$ cat config.mk
export PLATFORM = sky130hd
export DESIGN_NAME = hazard_ctrl
export DESIGN_NICKNAME = d
export VERILOG_FILES = /design/src/rtl/hazard_pkg.sv /design/src/rtl/sat_counter.sv /design/src/rtl/hazard_ctrl.sv
export SDC_FILE = /design/constraint.sdc
export NUM_CORES = 1
export LEC_CHECK = 0
export ABC_AREA = 1
export ABC_CLOCK_PERIOD_IN_PS = 1400
export BUFFER_PORTS_ARGS = -buffer_cell sky130_fd_sc_hd__buf_2
export CAP_MARGIN = 20
export CORE_MARGIN = 5
export CORE_UTILIZATION = 35
export CTS_BUF_LIST = sky130_fd_sc_hd__clkbuf_4
export DETAILED_ROUTE_END_ITERATION = 12
export GPL_TIMING_DRIVEN = 1
export SLEW_MARGIN = 20
export SYNTH_ARGS = -nofsm -noshare
export SYNTH_HDL_FRONTEND = slang
export SYNTH_SLANG_ARGS = --single-unit
$ cat constraint.sdc
create_clock -name clk -period 1.4 [get_ports clk]
set_input_delay 0.14 -clock clk [delete_from_list [all_inputs] [get_ports clk]]
set_output_delay 0.14 -clock clk [all_outputs]
set_load 0.02 [all_outputs]
$ cat src/rtl/hazard_pkg.sv
// Shared definitions for the 5-stage pipeline hazard controller:
// FSM encodings, register-index width and the hardwired-zero register.
package hazard_pkg;

    localparam int REG_W = 5;

    localparam logic [REG_W-1:0] ZERO_REG = 5'd0;

    localparam logic [0:0] ST_RUN      = 1'b0;
    localparam logic [0:0] ST_MEM_WAIT = 1'b1;

    // True when an enabled source operand names the given destination register.
    function automatic logic src_match(
        input logic             use_src,
        input logic [REG_W-1:0] src,
        input logic [REG_W-1:0] dst
    );
        return use_src && (src == dst);
    endfunction

endpackage

$ cat src/rtl/sat_counter.sv
// Saturating up-counter with synchronous clear (clear wins over inc).
module sat_counter #(
    parameter int W = 16
) (
    input  logic         clk,
    input  logic         rst_n,
    input  logic         inc,
    input  logic         clear,
    output logic [W-1:0] count
);

    localparam logic [W-1:0] MAX_VAL = {W{1'b1}};
    localparam logic [W-1:0] ONE_VAL = W'(1);

    // Counter state: async reset, sync clear, increment until all-ones.
    always_ff @(posedge clk or negedge rst_n) begin
        if (!rst_n) begin
            count <= {W{1'b0}};
        end else if (clear) begin
            count <= {W{1'b0}};
        end else if (inc && (count != MAX_VAL)) begin
            count <= count + ONE_VAL;
        end else begin
            count <= count;
        end
    end

endmodule

$ cat src/rtl/hazard_ctrl.sv
// Hold/clear sequencing for the PC and the IF/ID, ID/EX, EX/MEM, MEM/WB
// registers: memory wait > branch flush > mult/div stall > load-use stall.
module hazard_ctrl
    import hazard_pkg::*;
#(
    parameter int MD_LAT      = 4,
    parameter int MEM_TIMEOUT = 64,
    parameter int CNT_W       = 16
) (
    input  logic             clk,
    input  logic             rst_n,
    input  logic [4:0]       id_rs,
    input  logic [4:0]       id_rt,
    input  logic             id_use_rs,
    input  logic             id_use_rt,
    input  logic             id_use_hilo,
    input  logic             ex_mem_read,
    input  logic [4:0]       ex_rt,
    input  logic             ex_branch_taken,
    input  logic             ex_md_start,
    input  logic             mem_req,
    input  logic             mem_ready,
    output logic             hold_pc,
    output logic             hold_if_id,
    output logic             clear_if_id,
    output logic             hold_id_ex,
    output logic             clear_id_ex,
    output logic             hold_ex_mem,
    output logic             clear_mem_wb,
    output logic             md_busy,
    output logic             mem_err,
    output logic [CNT_W-1:0] stall_cnt
);

    localparam int MD_W   = (MD_LAT > 2) ? $clog2(MD_LAT) : 1;
    localparam int WAIT_W = $clog2(MEM_TIMEOUT + 1);

    localparam logic [MD_W-1:0]   MD_LOAD   = MD_W'(MD_LAT - 1);
    localparam logic [MD_W-1:0]   MD_ONE    = MD_W'(1);
    localparam logic [MD_W-1:0]   MD_ZERO   = MD_W'(0);
    localparam logic [WAIT_W-1:0] WAIT_LAST = WAIT_W'(MEM_TIMEOUT - 1);

    logic [0:0]        state_r;
    logic [0:0]        state_nxt_s;
    logic [MD_W-1:0]   md_cnt_r;
    logic [WAIT_W-1:0] wait_cnt_s;
    logic              mem_err_r;
    logic              memstall_s;
    logic              branch_s;
    logic              md_stall_s;
    logic              load_use_s;

    assign memstall_s = mem_req && !mem_ready;
    assign branch_s   = ex_branch_taken && !memstall_s;
    assign md_busy    = (md_cnt_r != MD_ZERO);
    assign md_stall_s = md_busy && id_use_hilo && !memstall_s && !ex_branch_taken;
    assign load_use_s = ex_mem_read && (ex_rt != ZERO_REG)
                        && (src_match(id_use_rs, id_rs, ex_rt) || src_match(id_use_rt, id_rt, ex_rt))
                        && !memstall_s && !ex_branch_taken && !md_stall_s;
    assign mem_err    = mem_err_r;

    // Next-state logic for the memory wait FSM.
    always_comb begin
        state_nxt_s = ST_RUN;
        case (state_r)
            ST_RUN: begin
                if (memstall_s) begin
                    state_nxt_s = ST_MEM_WAIT;
                end else begin
                    state_nxt_s = ST_RUN;
                end
            end
            ST_MEM_WAIT: begin
                if (mem_ready || !mem_req) begin
                    state_nxt_s = ST_RUN;
                end else begin
                    state_nxt_s = ST_MEM_WAIT;
                end
            end
            default: state_nxt_s = ST_RUN;
        endcase
    end

    // FSM state register.
    always_ff @(posedge clk or negedge rst_n) begin
        if (!rst_n) begin
            state_r <= ST_RUN;
        end else begin
            state_r <= state_nxt_s;
        end
    end

    // Mult/div occupancy; keeps draining while the pipeline is frozen by memory.
    always_ff @(posedge clk or negedge rst_n) begin
        if (!rst_n) begin
            md_cnt_r <= MD_ZERO;
        end else if (ex_md_start && !memstall_s) begin
            md_cnt_r <= MD_LOAD;
        end else if (md_cnt_r != MD_ZERO) begin
            md_cnt_r <= md_cnt_r - MD_ONE;
        end else begin
            md_cnt_r <= md_cnt_r;
        end
    end

    // Consecutive wait cycles; the count restarts whenever memory stops stalling.
    sat_counter #(
        .W(WAIT_W)
    ) u_wait_cnt (
        .clk   (clk),
        .rst_n (rst_n),
        .inc   (memstall_s),
        .clear (!memstall_s),
        .count (wait_cnt_s)
    );

    // Sticky timeout flag, set on the edge that completes the MEM_TIMEOUT-th wait.
    always_ff @(posedge clk or negedge rst_n) begin
        if (!rst_n) begin
            mem_err_r <= 1'b0;
        end else if (memstall_s && (wait_cnt_s >= WAIT_LAST)) begin
            mem_err_r <= 1'b1;
        end else begin
            mem_err_r <= mem_err_r;
        end
    end

    sat_counter #(
        .W(CNT_W)
    ) u_stall_cnt (
        .clk   (clk),
        .rst_n (rst_n),
        .inc   (hold_pc),
        .clear (1'b0),
        .count (stall_cnt)
    );

    // Prioritised stage controls; reset forces every stage register to clear.
    always_comb begin
        hold_pc      = 1'b0;
        hold_if_id   = 1'b0;
        clear_if_id  = 1'b0;
        hold_id_ex   = 1'b0;
        clear_id_ex  = 1'b0;
        hold_ex_mem  = 1'b0;
        clear_mem_wb = 1'b0;
        if (!rst_n) begin
            clear_if_id  = 1'b1;
            clear_id_ex  = 1'b1;
            clear_mem_wb = 1'b1;
        end else if (memstall_s) begin
            hold_pc      = 1'b1;
            hold_if_id   = 1'b1;
            hold_id_ex   = 1'b1;
            hold_ex_mem  = 1'b1;
            clear_mem_wb = 1'b1;
        end else if (branch_s) begin
            clear_if_id  = 1'b1;
            clear_id_ex  = 1'b1;
        end else if (md_stall_s || load_use_s) begin
            hold_pc      = 1'b1;
            hold_if_id   = 1'b1;
            clear_id_ex  = 1'b1;
        end else begin
            hold_pc      = 1'b0;
        end
    end

endmodule
Word-level counts from Yosys, hierarchy flattened
Index checks and enable logic that the tools add are counted.
- flip-flop bits (word level): 26
- output and inout bits: 25
- word-level logic and storage cells: 55
- add/subtract/negate cells: 3
- order comparisons: 1
- equal/unequal tests: 5
- multiplexer cells: 17
- reduce and logical (&&, ||, !) cells: 25
- operator list (operator ; count):
    $add A16 B1 Y16 const B ; 1
    $logic_and A1 B1 Y1 ; 16
    $ne A16 B16 Y1 const B ; 1
    $mux W7 ; 2
    $mux W1 ; 13
    $eq A5 B5 Y1 ; 2
    $add A7 B1 Y7 const B ; 1
    $ge A7 B6 Y1 const B ; 1
    $ne A7 B7 Y1 const B ; 1
    $reduce_bool A5 Y1 ; 1
    $logic_not A1 Y1 ; 4
    $mux W2 ; 2
    $reduce_bool A2 Y1 ; 2
    $logic_or A1 B1 Y1 ; 2
    $ne A2 B1 Y1 const B ; 1
    $sub A2 B1 Y2 const B ; 1

Logic depth before layout (Yosys ltp)
- word-level depth: 13
- mapped depth: 14

Cells and area by module
A second synthesis with hierarchy kept.
- cells, all modules: 300
- area, all modules: 1934.4 um^2
- by module, submodules not included (module ; instances ; cells an instance ; area each (um^2) ; sequential area each (um^2)):
    sat_counter at u_stall_cnt ; 1 ; 144 ; 1037.2 ; 400.4
    hazard_ctrl ; 1 ; 94 ; 455.4 ; 75.1
    sat_counter at u_wait_cnt ; 1 ; 62 ; 441.7 ; 175.2

Worst setup path before layout
OpenSTA, ideal clock, no wires.
- kind: register to register
- start point: register u_stall_cnt.count[0]
- end point: register u_stall_cnt.count[5]
- arrival time: 1.571 ns
- required time: 1.282 ns
- slack: -0.289 ns
- cell stages (with the launch flop): 8
- path through: dfrtp_1 -> ha_1 -> nand3_2 -> nor3_4 -> nand4_4 -> buf_2 -> nand3_1 -> nand2_1
- longest elaborated chain between the ends: 2
- elaborated cells between the ends (all ways): 3
- those cells by class: add/sub: 1; eq/ne: 1; reduce/logical: 1
- RTL lines (what ; line ; source):
    from (decl) ; sat_counter.sv:9 ; output logic [W-1:0] count
    from (signal assigned) ; sat_counter.sv:18 ; count <= {W{1'b0}};
    from (signal assigned) ; sat_counter.sv:20 ; count <= {W{1'b0}};
    from (signal assigned) ; sat_counter.sv:22 ; count <= count + ONE_VAL;
    parallel branches: the longest is 2 deep, another holds $add A16 B1 Y16 ; - ;
Parallel ways; which one is timed is not known.
A chain may end at the register's enable or synchronous reset.

Worst setup path in the final report
- start point: register md_cnt_r[0]
- end point: output port hold_if_id
- longest elaborated chain between the ends: 11
- RTL lines (what ; line ; source):
    from (decl) ; hazard_ctrl.sv:45 ; logic [MD_W-1:0] md_cnt_r;
    from (signal assigned) ; hazard_ctrl.sv:100 ; md_cnt_r <= md_cnt_r - MD_ONE;
    from (signal assigned) ; hazard_ctrl.sv:102 ; md_cnt_r <= md_cnt_r;
    $reduce_bool A2 Y1 (*) ; hazard_ctrl.sv:55 ; assign md_busy = (md_cnt_r != MD_ZERO);
    $logic_and A1 B1 Y1 (*) (3 in a row) ; hazard_ctrl.sv:56 ; assign md_stall_s = md_busy && id_use_hilo && !memstall_s && !ex_branch_taken;
    $logic_not A1 Y1 ; hazard_ctrl.sv:59 ; && !memstall_s && !ex_branch_taken && !md_stall_s;
    $logic_and A1 B1 Y1 ; hazard_ctrl.sv:59 ;
    $logic_or A1 B1 Y1 (*) ; hazard_ctrl.sv:160 ; end else if (md_stall_s || load_use_s) begin
    $mux W1 (*) ; hazard_ctrl.sv:160 ;
    $mux W1 (*) ; hazard_ctrl.sv:157 ; end else if (branch_s) begin
    $mux W1 (*) ; hazard_ctrl.sv:151 ; end else if (memstall_s) begin
    $mux W1 (*) ; hazard_ctrl.sv:147 ; if (!rst_n) begin
    to (decl) ; hazard_ctrl.sv:24 ; output logic hold_if_id,
Every way passes the cells marked *; elsewhere a longest branch is shown, timed or not.

==> summary.md <==
• cell types occupying the most area after synthesis: sky130_fd_sc_hd__dfrtp_1, sky130_fd_sc_hd__nand2_1, sky130_fd_sc_hd__nand3_1, sky130_fd_sc_hd__inv_1, sky130_fd_sc_hd__nor2_1
• logic depth of the worst register-to-register path: 7
• number of cells on the worst hold path: 3
• Final Max Slew Viols: 0
• Worst Skew: 0.0151 ns
• total overflow reported by the global router: 0
• most frequent cell on the critical path: sky130_fd_sc_hd__nand2_2
• total CTS buffers: 3
• crit path DAT: 1.37 ns
• peak supply drop: 825 uV
• sink of the worst hold path: md_cnt_r[0]
• share of the clock period used by the worst path after layout: 108%
• Critical R2R Capture: u_stall_cnt.count[14]
• HPWL after detailed placement: 3470 um
• total count of hold-check failures in the final report: 0
• number of routed nets with antenna violations: 0
• floorplan die width: 81.3 um
• top cell type's share of synthesized area: 36.5%
• max_slew headroom: 80.3%
• total global-route track usage: 15.4%
• smallest setup slack after layout: -0.106 ns
• clock tree from TritonCTS: yes
• number of warnings printed during yosys synthesis: 0
• layout net count: 376
• Crit Path Class: reg -> out
• deepest clock path buffer count: 2
• setup repair after global routing missed its margin: true
• library cell occupying the most area in the post-synthesis netlist: sky130_fd_sc_hd__dfrtp_1
• number of inserted filler cells in the final layout: 516
• number of levels in the clock H-tree: 1
• number of sinks on the clock net: 26
• number of failing setup endpoints in the final timing report: 18
• hold wc startpoint: ex_md_start
• Synth Instances: 251
• layout cells sized above 1: 45.0%
• commonest cells after routing, fill and taps aside: sky130_fd_sc_hd__nand2_1, sky130_fd_sc_hd__buf_2, sky130_fd_sc_hd__buf_4
• maxcap violations: 0
• Power per Cell Area: 913 mW/mm2
• part of the Yosys area used for sequential elements: 36.5%
• I/O pin cnt: 50
• effective utilization at floorplan: 35.5%
• core area: 0.00501 mm2
• launch instance of the worst register-to-register path: u_stall_cnt.count[1]
• post-detailed-route via-to-cell ratio: 4.54
• post-synth design cell area: 0.00178 mm2
• data required time at the worst endpoint: 1.26 ns
• std cell rows: 26
• maximum achievable frequency: 0.664 GHz
• clock tree root buffer cell: sky130_fd_sc_hd__clkbuf_4
• synth-to-layout area growth: 51.2%
• average wire per cell in the routed design: 11.5 um
• total nets after synthesis: 279
• flop-to-flop setup slack: -0.04 ns
• vias in the first global route: 1894
• Die Footprint: 0.00661 mm2
• number of antenna violations at the first check in global routing: 0
• number of synthesized register bits: 26
• DR vias: 1894
• path category of the worst min-delay check: in -> reg
• Clk Latency, worst-skew pair: 0.33 ns
• failing checks: negative setup slack
• total detailed-routing wirelength: 4800 um
• Ant. Diodes: 0
• outcome: finished, violations left
• transition at the pin with the smallest max-transition slack: 0.294 ns
• number of detailed-routing iterations run before antenna repair: 4
• Post-Synthesis Mean Instance Area: 7.09 um2
• Worst setup SP type: flop
• slowest library cell on the worst path: sky130_fd_sc_hd__dfrtp_1
• DR DRC count: 0
• vertical die dimension: 81.3 um
• longest individual stage delay on the worst path: 0.42 ns
• port bufs: 49
• count of unique library cells instantiated by Yosys: 29
• cell-by-cell listing of the critical path: inv_2 > ha_4 > inv_2 > nand2_2 > nand2_2 > nand2_2 > nand2_4 > buf_6
• sort of element at the end of the critical path: output pin
• clock-pin slew on the worst setup and hold paths: 0.14 ns
• minimum period implied by the final worst setup slack: 1.51 ns
• Total Power Consumption: 0.00246 W
• largest net degree at the start of global routing: 27
• first-pass GRT wire length: 8070 um
• commonest non-fill, non-tap cell in the layout: sky130_fd_sc_hd__nand2_1
• critical path peak fanout: 5
• global placer's final weighted congestion: 0.876
• number of design-rule violations left by the first detailed-router iteration: 57
• leak pwr: 1.51 nW
• hold_ws: 0.0498 ns
• share of the core filled with cells: 53.7%
==> worst max-delay path: cells and delay by family (launching register included) <==
family / cells / cell delay (ns)
flops: 1 / 0.42
buf+inv: 3 / 0.26
simple gates: 4 / 0.26
fa+ha+maj: 1 / 0.13
==> registers in the layout (all words and copies together), names as in the netlist <==
| register | cells |
|---|---|
| md_cnt_r | 2 |
| u_wait_cnt.count | 7 |
| u_stall_cnt.count | 16 |
| mem_err | 1 |
==> stage by stage <==
step	setup slack [ns]	TNS [ns]	std cells	instance area [um2]
after CTS	-0.148	-1.19	411	2560
after floorplan	-0.177	-2.40	251	1820
after global placement	-0.0510	-0.389	398	2350
after global routing	-0.204	-2.64	417	2690
final	-0.106	-0.577	417	2690
after detailed placement	-0.0850	-1.03	398	2350
==> routing by layer <==
layer / part of all wire, % / global-route usage, % / wire length, um
met1: 44 / 18.5 / 2110
met2: 51 / 28.1 / 2430
met3: 4.3 / 1.88 / 206
met4: 0.98 / 5.07 / 47
met5: 0 / 0 / 0
==> cell type report <==
type                       instances  area [um2]  area share (%)
inverter                          35         131            4.88
tap                               70        87.6            3.25
multi-input combinational        185        1120            41.5
sequential                        26         656            24.4
clock buffer                       4        30.0            1.12
timing repair buffer              97         671            24.9
==> synthesized netlist by cell type <==
library cell	count
sky130_fd_sc_hd__buf_2	1
sky130_fd_sc_hd__nand2_1	85
sky130_fd_sc_hd__buf_4	2
sky130_fd_sc_hd__nor4_1	1
sky130_fd_sc_hd__nor3_1	4
sky130_fd_sc_hd__inv_1	25
sky130_fd_sc_hd__nor3_4	3
sky130_fd_sc_hd__a21oi_1	3
sky130_fd_sc_hd__o21ai_1	2
sky130_fd_sc_hd__o211ai_1	1
sky130_fd_sc_hd__xnor2_1	5
sky130_fd_sc_hd__nand3_2	2
sky130_fd_sc_hd__dfrtp_1	26
sky130_fd_sc_hd__o21ai_0	2
sky130_fd_sc_hd__nand4_1	3
sky130_fd_sc_hd__nand3_1	28
sky130_fd_sc_hd__a221oi_1	1
sky130_fd_sc_hd__clkbuf_4	1
sky130_fd_sc_hd__nand2_2	1
sky130_fd_sc_hd__nor2_1	25
sky130_fd_sc_hd__or3_1	1
sky130_fd_sc_hd__buf_6	1
sky130_fd_sc_hd__inv_2	10
sky130_fd_sc_hd__nor3b_2	1
sky130_fd_sc_hd__xor2_1	9
sky130_fd_sc_hd__ha_1	3
sky130_fd_sc_hd__nor2_2	2
sky130_fd_sc_hd__nand4_4	1
sky130_fd_sc_hd__nand2_4	2
==> report_power, final <==
part	switching [W]	leakage (nW)	internal [W]
clock	0.000245	0.0184	0.000131
sequential	0.000101	0.343	0.000865
combinational	0.000566	1.15	0.000548
total	0.000912	1.51	0.00154
==> cell families after synthesis <==
kind of cell	count (synthesis)	synth area share [%]
buffers and inverters	40	9.56
adder cells (fa/ha/maj)	3	2.11
flip-flops	26	36.5
AO/OA/AOI/OAI	9	2.88
XOR/XNOR	14	6.89
AND/OR/NAND/NOR	159	42.0
==> worst max-delay path by stage <==
stage,startpoint,end,slack [ns]
after floorplan,u_stall_cnt.count[0],u_stall_cnt.count[5],-0.18
after global placement,u_stall_cnt.count[2],u_stall_cnt.count[15],-0.05
after CTS,md_cnt_r[0],hold_pc,-0.15
final,md_cnt_r[0],hold_if_id,-0.11
after detailed placement,u_stall_cnt.count[1],u_stall_cnt.count[2],-0.08
after global routing,md_cnt_r[0],hold_if_id,-0.20
==> timing repair <==
item,CTS,global route
endpoints found under the setup margin,21,27
resized for setup,26,19
setup buffers,7,6
hold buffers,2,0
hold endpoints to repair,26,0
cloned,0,0
pin swaps,8,29
No activity file was read; power rests on OpenSTA's default activity.
